### src/rtl/p2s_stream.sv
`timescale 1ns/1ps
// p2s_stream: parallel-to-serial converter with valid/ready on both sides.
// Words are buffered in a small FIFO and shifted out one bit per accepted
// serial beat. ser_last flags the final bit of each word, and back-to-back
// words stream without an idle cycle between them.
module p2s_stream #(
  parameter int N         = 4,
  parameter int DEPTH     = 2,
  parameter bit MSB_FIRST = 1'b0
) (
  input  logic                       clk,
  input  logic                       rstn,
  input  logic                       par_valid,
  output logic                       par_ready,
  input  logic [N-1:0]               par_data,
  output logic                       ser_valid,
  input  logic                       ser_ready,
  output logic                       ser_data,
  output logic                       ser_last,
  output logic [$clog2(DEPTH+1)-1:0] level
);

  localparam int LW = $clog2(DEPTH+1);
  localparam int PW = $clog2(DEPTH);
  localparam int CW = ($clog2(N) > 1) ? $clog2(N) : 1;

  localparam logic [0:0] IDLE  = 1'b0;
  localparam logic [0:0] SHIFT = 1'b1;

  logic [N-1:0]  mem [DEPTH];
  logic [PW-1:0] wr_ptr;
  logic [PW-1:0] rd_ptr;
  logic [LW-1:0] level_q;
  logic [0:0]    state;
  logic [N-1:0]  shift_reg;
  logic [CW-1:0] count;

  logic push;
  logic pop;
  logic beat;
  logic last_bit;

  // Handshake and pop decisions; par_ready depends on registered level only
  always_comb begin
    par_ready = (level_q != LW'(DEPTH));
    push      = par_valid && par_ready;
    beat      = (state == SHIFT) && ser_ready;
    last_bit  = (count == CW'(N-1));
    // Pop uses the registered level, so a same-cycle push is not visible here
    pop       = (level_q != '0) && ((state == IDLE) || (beat && last_bit));
  end

  // FIFO storage; contents need no reset since level gates every read
  always_ff @(posedge clk) begin
    if (push)
      mem[wr_ptr] <= par_data;
  end

  // FIFO pointers and occupancy
  always_ff @(posedge clk or negedge rstn) begin
    if (!rstn) begin
      wr_ptr  <= '0;
      rd_ptr  <= '0;
      level_q <= '0;
    end else begin
      if (push)
        wr_ptr <= wr_ptr + PW'(1);
      if (pop)
        rd_ptr <= rd_ptr + PW'(1);
      case ({push, pop})
        2'b10:   level_q <= level_q + LW'(1);
        2'b01:   level_q <= level_q - LW'(1);
        default: level_q <= level_q;
      endcase
    end
  end

  // Shifter FSM: load on pop, shift one bit per beat, return to IDLE when drained
  always_ff @(posedge clk or negedge rstn) begin
    if (!rstn) begin
      state     <= IDLE;
      shift_reg <= '0;
      count     <= '0;
    end else if (pop) begin
      state     <= SHIFT;
      shift_reg <= mem[rd_ptr];
      count     <= '0;
    end else if (beat) begin
      if (MSB_FIRST)
        shift_reg <= {shift_reg[N-2:0], 1'b0};
      else
        shift_reg <= {1'b0, shift_reg[N-1:1]};
      if (last_bit) begin
        state <= IDLE;
        count <= '0;
      end else begin
        count <= count + CW'(1);
      end
    end
  end

  // Serial outputs are forced low outside SHIFT so stale shifter bits never show
  always_comb begin
    ser_valid = (state == SHIFT);
    ser_data  = ser_valid && (MSB_FIRST ? shift_reg[N-1] : shift_reg[0]);
    ser_last  = ser_valid && last_bit;
    level     = level_q;
  end

endmodule
### config.mk
export PLATFORM = sky130hd
export DESIGN_NAME = p2s_stream
export DESIGN_NICKNAME = d
export VERILOG_FILES = /design/src/rtl/p2s_stream.sv
export SDC_FILE = /design/constraint.sdc
export NUM_CORES = 1
export LEC_CHECK = 0
export BUFFER_PORTS_ARGS = -buffer_cell sky130_fd_sc_hd__buf_2
export CELL_PAD_IN_SITES_DETAIL_PLACEMENT = 1
export CELL_PAD_IN_SITES_GLOBAL_PLACEMENT = 1
export CORE_ASPECT_RATIO = 0.7
export CORE_MARGIN = 2
export CORE_UTILIZATION = 40
export CTS_BUF_LIST = sky130_fd_sc_hd__clkbuf_8
export CTS_CLUSTER_SIZE = 8
export DETAILED_ROUTE_END_ITERATION = 6
export GPL_ROUTABILITY_DRIVEN = 0
export PLACE_DENSITY = 0.7
export RECOVER_POWER = 100
export SLEW_MARGIN = 0
export SYNTH_ARGS = -nofsm -noshare
export SYNTH_HDL_FRONTEND = slang
export SYNTH_SLANG_ARGS = --single-unit
export TNS_END_PERCENT = 100
### constraint.sdc
create_clock -name clk -period 1.56 [get_ports clk]
set_input_delay 0.156 -clock clk [delete_from_list [all_inputs] [get_ports clk]]
set_output_delay 0.156 -clock clk [all_outputs]
set_load 0.005 [all_outputs]
**Word level (Yosys, flattened, before mapping)**

Memories as Yosys holds them, arrays and structs flattened.
Cells that the tools add are included.
Widths: inputs -> output; s select.

- Register bits: 11
- Bits in latches: 0
- RAM bits: 8
- ROM bits: 0
- Input port bits: 8
- Output and inout bits: 6
- Logic and storage cells: 40
- Memories kept: 1

Memories:

| memory | depth | bits a word | rd ports | clocked after memory_dff | wr ports | line | text |
|---|---|---|---|---|---|---|---|
| mem | 2 | 4 | 1 | 0 | 1 | 30 | `logic [N-1:0] mem [DEPTH];` |

- Add/sub/neg operators: 5
- $mul: 0
- Divide/modulo/power cells: 0
- $lt $le $gt $ge: 0
- Equal/unequal tests: 4
- Shift operators: 0
- Multiplexer cells: 11
- Bitwise operators: 1
- Reductions and logical operators: 12

Operators with widths:

| operator | number |
|---|---|
| $mux 4 | 2 |
| $reduce_bool 2->1 | 4 |
| $logic_and 1x1->1 | 6 |
| $mux 2 | 3 |
| $mux 1 | 5 |
| $add 2x1->2 const B | 2 |
| $eq 2x2->1 const B | 2 |
| $pmux 2 s2 | 1 |
| $add 1x1->1 const B | 2 |
| $eq 2x1->1 const B | 1 |
| $ne 2x2->1 const B | 1 |
| $reduce_and 2->1 | 1 |
| $sub 2x1->2 const B | 1 |
| $logic_or 1x1->1 | 1 |
| $not 1->1 | 1 |

**Depth between registers and ports, before layout**

Gate-level depths: netlist of the first run.

- Depth in word-level cells: 6
- Gate-level depth with buffers: 4
- Mapped depth without buffers: 4

**Worst setup path before layout of the first run**

OpenSTA, ideal clock, no wires.

- Path type: reg2reg
- Start point: register count[0]
- End point: register level_q[1], in the netlist level[1]
- Library setup time: 0.122 ns
- Data arrival time: 1.140 ns
- Data required time: 1.438 ns
- Setup slack: 0.299 ns
- Stages on the path, launching flop included: 5
- Buffers on the path: 0
- Period minus slack after synthesis: 1.261 ns
- Cell sequence: dfrtp_1 > ha_1 > a21boi_4 > nand2_1 > a32o_1

- Word-level cells in the longest chain between the ends: 6
- Elaborated cells between the ends (all ways): 8
- Those cells by class: 3 x eq/ne; 1 x mux; 4 x reduce/logical

Ends and longest elaborated chain:

| element | line | text |
|---|---|---|
| from (decl) | 36 | `logic [CW-1:0] count;` |
| from (signal assigned) | 97 | `count <= count + CW'(1);` |
| $eq 2x2->1 (*) | 48 | `last_bit = (count == CW'(N-1));` |
| $logic_and 1x1->1 (*) | 50 | `pop = (level_q != '0) && ((state == IDLE) \|\| (beat && last_bit));` |
| $logic_or 1x1->1 (*) | 50 |  |
| $logic_and 1x1->1 (*) | 50 |  |
| $eq 2x1->1 / $eq 2x2->1 (equally long branches) | 70 | `case ({push, pop})` |
| $pmux 2 s2 / $reduce_bool 2->1 (equally long branches) | n/a |  |
| to (signal assigned) | 71 | `2'b10: level_q <= level_q + LW'(1);` |
| to (signal assigned) | 72 | `2'b01: level_q <= level_q - LW'(1);` |
| to (signal assigned) | 73 | `default: level_q <= level_q;` |
| to (decl) | 33 | `logic [LW-1:0] level_q;` |

Mark *: on every way between the ends. The rest lies on a longest branch, timed or not.
A chain may end at the register's enable or synchronous reset.

**Worst setup path in the final report of the first run**

Ends and elaborated chain as after synthesis.

==> results.yml, run 1 <==
status:
  status: "completed"
floorplan:
  ios: 14
  core_area_mm2: 0.00190
  die_area_mm2: 0.00245
  die_w_um: 58.3
  rows: 13
  dieHeight_um: 42.0
  start_util_pct: 43.3
setup_path:
  cp_top_family: "compound AO/OA/AOI/OAI gates"
  arrival_ns: 1.52
  cp-start-kind: "register"
  critical_path.max_fanout: 7
  r2r_cells: 4
  r2r_slack_ns: 0.19
  cp_slowest_cell: "dfrtp_1"
  critPathKind: "reg -> reg"
  cp.required_ns: 1.70
  crit_chain: "ha_1 -> a21boi_4 -> nand2_1 -> a32o_1"
  critPathMaxStageDelay_ns: 0.40
  cp.depth: 4
  worstSetupEndpointType: "register"
  path_buf_inv: 0
clock_tree:
  htree_levels: 1
  clk_transition_reported_paths_ns: 0.07
  post-cts-setup-buffer-count: 0
  clock_sinks: 19
  cts_tree: "yes"
  clkLatencyLatePin_ns: 0.26
  cts_buffer_depth: 2
  cts_buffers: 3
  cts_root_buf: "clkbuf_8"
routing:
  routedWlPerCell_um: 13.2
  vias_per_cell: 5.03
  dr.pass1.iters: 4
  drt_iter0_drc: 14
  ant_nets: 0
  vias: 508
  wl_mm: 1.33
  drc_errors: 0
synthesis:
  ys_ff_latch: 19
  syn_nets: 70
  ys_seq_area_share_pct: 62.5
  yosysWarningCount: 0
  ys_types: 20
  syn_area_per_cell_um2: 13.5
  syn_area_um2: 825
  synthCells: 61
timing:
  tightest_slew_ns: 0.620
  min_period_ns: 1.37
  finalClockSkew_ns: 0.000786
  slew_viol_final: 0
  rsz0062_at_grt: "false"
  fin_setup_tns_ns: 0
  setup_viol: 0
  finalCritPeriodShare_pct: 87.9
  whs_ns: 0.0876
  fmax_mhz: 729
  slew_headroom_pct: 58.6
  finalHoldViolations: 0
power:
  total_leakage_power_nw: 0.433
  power_density_mw_per_mm2: 1760
  ir_drop_v: 0.000812
  power_mw: 1.70
run:
  maxCapViolCount: 0
grt:
  grt_pass1_vias: 493
  overflow: 0
  antenna_found_initial: 0
  grt_max_degree: 12
  grt_pass1_wl_mm: 2.46
  track_usage_pct: 14.0
place:
  portBuffers: 13
  hpwl_mm: 1.02
cells_and_area:
  final_layout_size_suffix_gt1_share_pct: 19.0
  antenna_cells: 0
  largest_reg_flops: 8
  final_nets: 89
  final_common_cell: "mux2i_1"
  area_growth_pct: 17.5
  layout_common_cells: "mux2i_1 (12), dfrtp_1 (11), buf_2 (10), edfxtp_1 (8), nand2_1 (6)"
  fin_util_pct: 50.9
  fill_cells: 196
worst_hold_path:
  hp-class: "in -> reg"
  min_path_cells: 1
Yosys cell counts:
cell      number  share of area, %
xor2_1         1               1.1
a21oi_1        1              0.61
dfrtp_1       11                33
nand2_1        6               2.7
a21boi_4       1               2.3
o21ai_0        1              0.61
and3_1         1              0.76
ha_1           1               1.5
nand3b_1       1              0.91
xnor2_1        1               1.1
nor2_1         5               2.3
nor2_4         1               1.4
mux2i_1       12                15
nand2b_1       3               2.3
and2_1         2               1.5
buf_1          1              0.45
a32o_1         1               1.2
nand3_1        2               1.2
a211o_1        1               1.1
edfxtp_1       8                29
repair_timing:
action | in CTS | in global routing
hold endpoints to repair | 11 | 0
gates resized for setup | 0 | 0
hold buffers | 1 | 0
area by class of cell:
type	count	area, um2	area share (%)
timing repair buffer	15	75.1	7.75
clock buffer	3	41.3	4.26
multi-input combinational	41	305	31.5
tap	22	27.5	2.84
sequential	19	515	53.2
clock inverter	1	3.75	0.388
cell families (layout without fill, tap and decap cells):
| family | count (synthesis) | after routing | synth area share, % |
|---|---|---|---|
| simple gates | 21 | 21 | 13.1 |
| buf+inv | 1 | 19 | 0.455 |
| fa+ha+maj | 1 | 1 | 1.52 |
| mux | 12 | 12 | 14.6 |
| flops | 19 | 19 | 62.5 |
| xor+xnor | 2 | 2 | 2.12 |
| compound gates | 5 | 5 | 5.77 |
stage by stage:
stage / cell area, um2 / setup WS, ns / std cells
6_report: 968 / 0.189 / 101
5_1_grt: 968 / 0.0539 / 101
4_1_cts: 976 / 0.177 / 101
3_5_place_dp: 921 / 0.186 / 96
3_3_place_gp: 921 / 0.196 / 96
2_1_floorplan: 825 / 0.299 / 61
report_power, final:
| part | internal [mW] | switching, mW |
|---|---|---|
| clock | 0.175 | 0.156 |
| combinational | 0.277 | 0.275 |
| sequential | 0.697 | 0.122 |
worst reg2reg max path: cells and delay by family (launching register included):
kind,cells,cell delay [ns]
adders and majority gates,1,0.26
and+or+nand+nor,1,0.09
DFF,1,0.40
AOI/OAI and AO/OA,2,0.51
routing by layer:
layer | track usage [%] | vias up | part of all wire, %
met5 | 0 | - | 0
met4 | 5.58 | 0 | 1.1
met3 | 6.48 | 2 | 5.9
met2 | 18.7 | 11 | 43
met1 | 19.6 | 242 | 50
li1 | - | 253 | -
path summary, 6_finish.rpt:
kind	from	end
worst max-delay path	count[0]	level[1]
worst min-delay path	par_data[3]	mem[1][3]
worst max register to register	count[0]	level[1]
worst min register to register	wr_ptr	wr_ptr
max in group asynchronous	rstn	ser_valid
min in group asynchronous	rstn	count[0]
Power figures use the tool's default switching activity.
==> run 2, diff against run 1 <==
- CORE_ASPECT_RATIO: 0.7 -> unset
- clock period: 1.56 -> 1.8 ns (I/O delays scaled with it)
==> run 2 against run 1 <==
Net effect: final area up 0.52%; first-iteration DRC count down 93%; die area down 0.24%; fmax about the same; combinational power down 14%; hold slack better by 0.030 ns; cell count up 4.0%; critical path type unchanged; flip-flop and latch count unchanged; highest routed layer unchanged; largest power group unchanged.
==> results.yml, run 2 (same netlist as run 1, synthesis figures left out) <==
timing:
  layout_setup_ws_ns: 0.428
  finalCritPeriodShare_pct: 76.2
  setup_viol: 0
  slew_headroom_pct: 56.2
  finalHoldViolations: 0
  rsz0062_at_grt: "false"
  slew_viol_final: 0
  finalClockSkew_ns: 0.000966
  fin_setup_tns_ns: 0
  tightest_slew_ns: 0.658
  min_period_ns: 1.37
  fmax_mhz: 729
power:
  ir_drop_v: 0.000804
  clock_power_share_pct: 19.4
  p_int_mw: 0.994
  seq_power_share_pct: 48.8
  p_switching_mw: 0.491
  swShare_pct: 33.1
  power_mw: 1.49
  total_leakage_power_nw: 0.432
  pwr-share-comb_pct: 31.8
  power_density_mw_per_mm2: 1530
cells_and_area:
  layout_common_cells: "mux2i_1 (12), dfrtp_1 (11), buf_2 (11), edfxtp_1 (8), nand2_1 (6)"
  fill_cells: 225
  final_nets: 88
  area_growth_pct: 18.1
  multi_input_area_um2: 305
  final_common_cell: "mux2i_1"
  fin_util_pct: 49.6
  final_layout_size_suffix_gt1_share_pct: 21.8
  largest_reg_flops: 8
  final_area_um2: 973
  antenna_cells: 0
  seqCellArea_um2: 515
run:
  maxCapViolCount: 0
worst_hold_path:
  min_path_cells: 1
  hp-class: "in -> reg"
routing:
  dr.pass1.iters: 2
  drc_errors: 0
  drt_iter0_drc: 1
  ant_nets: 0
  vias: 512
  routedWlPerCell_um: 14.0
  vias_per_cell: 4.88
  wl_mm: 1.47
clock_tree:
  cts_root_buf: "clkbuf_8"
  cts_tree: "yes"
  clkLatencyLatePin_ns: 0.25
  htree_levels: 1
  post-cts-setup-buffer-count: 0
  cts_buffer_depth: 2
  clk_transition_reported_paths_ns: 0.07
  clock_sinks: 19
  cts_buffers: 3
setup_path:
  cp.required_ns: 1.72
  critPathKind: "reg -> reg"
  critical_path.max_fanout: 7
  r2r_cells: 3
  cp-start-kind: "register"
  arrival_ns: 1.29
  r2r_slack_ns: 0.43
  worstSetupEndpointType: "register"
grt:
  grt_pass1_wl_mm: 2.78
  overflow: 0
  antenna_found_initial: 0
  grt_max_degree: 12
  track_usage_pct: 15.6
  grt_pass1_vias: 568
floorplan:
  die_area_mm2: 0.00244
  start_util_pct: 42.0
  die_w_um: 49.4
  ios: 14
  dieHeight_um: 49.4
  rows: 16
  core_area_mm2: 0.00196
place:
  hpwl_mm: 1.10
  portBuffers: 13
  place_area_um2: 920
  preCtsSetupSlack_ns: 0.421
status:
  status: "completed"
## run 2: worst paths after layout
kind	start	to
worst max-delay path	level[0]	mem[0][0]
worst min-delay path	par_data[1]	mem[1][1]
worst max register to register	level[0]	mem[0][0]
worst min register to register	wr_ptr	wr_ptr
max in group asynchronous	rstn	level[0]
min in group asynchronous	rstn	ser_valid
## run 2: repair_timing
item | in CTS | in global routing
endpoints found under the setup margin | 0 | 0
hold buffers | 1 | 0
endpoints found under the hold margin | 11 | 0
resized for setup | 0 | 0
## run 2: metrics by stage
| step | std cells | hold WS (ns) |
|---|---|---|
| 2_1_floorplan | 61 | -0.116 |
| 3_3_place_gp | 100 | 0.0690 |
| 4_1_cts | 105 | 0.111 |
| 5_1_grt | 105 | 0.108 |
| 3_5_place_dp | 100 | 0.0755 |
| 6_report | 105 | 0.118 |
## run 2: critical path, cell delays in order, from the launching register on
cell and delay, ns:
dfrtp_1 0.44, nand2b_1 0.19, nand2_1 0.10, nor2_1 0.31
## run 2: area by class of cell
class | count | share of cell area (%)
clock buffer | 3 | 4.24
clock inverter | 1 | 0.514
multi-input combinational | 41 | 31.4
sequential | 19 | 53.0
tap | 27 | 3.47
timing repair buffer | 14 | 7.46
## run 2: power groups by stage
| stage | clock network, mW | logic, mW | registers, mW |
|---|---|---|---|
| 6_report | 0.288 | 0.473 | 0.725 |
| 5_1_grt | 0.316 | 0.539 | 0.751 |
| 4_1_cts | 0.300 | 0.487 | 0.729 |
| 3_5_place_dp | 0 | 0.478 | 0.734 |
| 3_3_place_gp | 0 | 0.460 | 0.724 |
| 2_1_floorplan | 0 | 0.370 | 0.686 |
## run 2: per-layer routing
metal	wire, um	vias to the layer above	global-route usage [%]	part of all wire (%)
met5	0	-	0	0
met3	40	2	2.76	2.7
met4	13	0	8.33	0.88
met2	786	7	26.4	53
li1	-	250	-	-
met1	630	253	19.0	43
==> run 3, diff against run 2 <==
- PLACE_DENSITY: 0.7 -> 0.73
- clock period: 1.8 -> 1.1 ns (I/O delays scaled with it)
==> run 3 against run 2 <==
Net effect: critical endpoint is now level[1]; cell count is 10% higher; clock skew hardly changed; the flow now finishes with violations (setup timing); utilization is 6.4 points higher; power is 88% higher; first-iteration DRC count grew to 5.0 times the previous value; highest routed layer is now met3.
==> results.yml, run 3 (same netlist as run 1, synthesis figures left out) <==
status:
  status: "complete, but fails checks"
  violations: "setup timing"
setup_path:
  regToRegEndpoint: "level[1]"
  critPathMaxStageDelay_ns: 0.42
  worstSetupEndpointType: "register"
  r2r_cells: 4
  crit_chain: "ha_4 -> a21boi_4 -> nand2_1 -> a32o_1"
  critical_path.max_fanout: 6
  cp_slowest_cell: "dfrtp_1"
  r2r_slack_ns: -0.12
  cp.required_ns: 1.24
  cp-start-kind: "register"
  worstSetupStartpoint: "count[1]"
  arrival_ns: 1.36
  critPathKind: "reg -> reg"
  critical_path.endpoint: "level[1]"
  reg2reg_from: "count[1]"
timing:
  layout_setup_ws_ns: -0.115
  rsz0062_at_grt: "true"
  tightest_slew_ns: 0.595
  finalCritPeriodShare_pct: 110
  fmax_mhz: 823
  slew_viol_final: 0
  setup_viol: 18
  slew_headroom_pct: 60.3
  fin_setup_tns_ns: -1.10
  min_period_ns: 1.22
  finalClockSkew_ns: 0.00144
  finalHoldViolations: 0
floorplan:
  core_area_mm2: 0.00196
  rows: 16
  dieHeight_um: 49.4
  die_area_mm2: 0.00244
  start_util_pct: 42.0
  ios: 14
  die_w_um: 49.4
place:
  preCtsSetupSlack_ns: -0.147
  hpwl_mm: 1.13
  portBuffers: 13
routing:
  ant_nets: 0
  vias_per_cell: 4.72
  dr.pass1.iters: 2
  routedWlPerCell_um: 12.9
  vias: 548
  wl_mm: 1.50
  drc_errors: 0
  drt_iter0_drc: 5
clock_tree:
  cts_root_buf: "clkbuf_8"
  cts_tree: "yes"
  cts_buffer_depth: 2
  clkLatencyLatePin_ns: 0.25
  clk_transition_reported_paths_ns: 0.07
  htree_levels: 1
  clock_sinks: 19
  cts_buffers: 3
power:
  ir_drop_v: 0.00115
  total_leakage_power_nw: 0.488
  power_density_mw_per_mm2: 2540
run:
  maxCapViolCount: 0
grt:
  antenna_found_initial: 0
  grt_pass1_vias: 638
  grt_max_degree: 12
  track_usage_pct: 14.4
  overflow: 0
  grt_pass1_wl_mm: 2.70
worst_hold_path:
  hp-class: "in -> reg"
cells_and_area:
  fill_cells: 221
  final_common_cell: "mux2i_1"
  final_nets: 99
  final_layout_size_suffix_gt1_share_pct: 38.2
  area_growth_pct: 33.2
  antenna_cells: 0
  largest_reg_flops: 8
  layout_common_cells: "mux2i_1 (12), dfrtp_1 (11), buf_2 (11), buf_4 (9), edfxtp_1 (8)"
[run 3: changes by cell type in the layout (fill, tap and decap cells not counted), sizes merged]
cell / change
buf: +10
clkbuf: +1
[run 3: layer usage]
| layer | track usage, % | vias to the layer above | share of wire (%) |
|---|---|---|---|
| met5 | 0 | - | 0 |
| met4 | 4.17 | 0 | 0 |
| met3 | 2.76 | 0 | 3.2 |
| met2 | 25.9 | 8 | 54 |
| met1 | 17.3 | 265 | 43 |
| li1 | - | 275 | - |
[run 3: area by class of cell]
type / instances / area [um2] / area share (%)
Clock inverter: 1 / 5.00 / 0.456
Multi-Input combinational cell: 41 / 344 / 31.3
Clock buffer: 3 / 41.3 / 3.76
Timing Repair Buffer: 25 / 159 / 14.5
Tap cell: 27 / 33.8 / 3.08
Sequential cell: 19 / 515 / 46.9
[run 3: worst min path at each step]
stage	startpoint	to	slack (ns)	cells past startpoint
global route	par_data[2]	mem[0][2]	0.04	1
CTS	par_data[3]	mem[0][3]	0.04	1
detailed placement	rstn	shift_reg[1]	-0.006	1
finish	par_data[3]	mem[1][3]	0.05	1
floorplan	rstn	count[0]	-0.19	0
global placement	rstn	shift_reg[0]	-0.006	1
[run 3: metrics by stage]
step | hold slack [ns] | total power [mW] | utilization [%] | cells | instance area, um2
final | 0.0478 | 2.79 | 56.0 | 116 | 1100
after global routing | 0.0351 | 3.01 | 56.0 | 116 | 1100
after CTS | 0.0444 | 2.84 | 55.8 | 116 | 1090
after detailed placement | -0.00638 | 2.25 | 51.3 | 109 | 1010
after global placement | -0.00587 | 2.19 | 51.3 | 109 | 1010
after floorplan | -0.186 | 1.79 | - | 61 | 845
[run 3: critical path: cells and delay by family (launching register included)]
| family | cells | cell delay [ns] |
|---|---|---|
| and+or+nand+nor | 1 | 0.08 |
| AOI/OAI and AO/OA | 2 | 0.43 |
| adders and majority gates | 1 | 0.19 |
| DFF | 1 | 0.42 |
[run 3: power breakdown]
part           switching (mW)  internal, mW  total [mW]  leakage (nW)
Clock                   0.224         0.251       0.474        0.0255
Sequential              0.188         0.988        1.18         0.209
Combinational           0.495         0.649        1.14         0.254
Total                   0.906          1.89        2.79         0.488
[run 3: repair_timing]
action,CTS,global route
hold endpoints to repair,11,0
gates resized for setup,3,4
hold buffers,1,0
buffers inserted,2,0
endpoints found under the setup margin,16,17
pin swaps,3,2
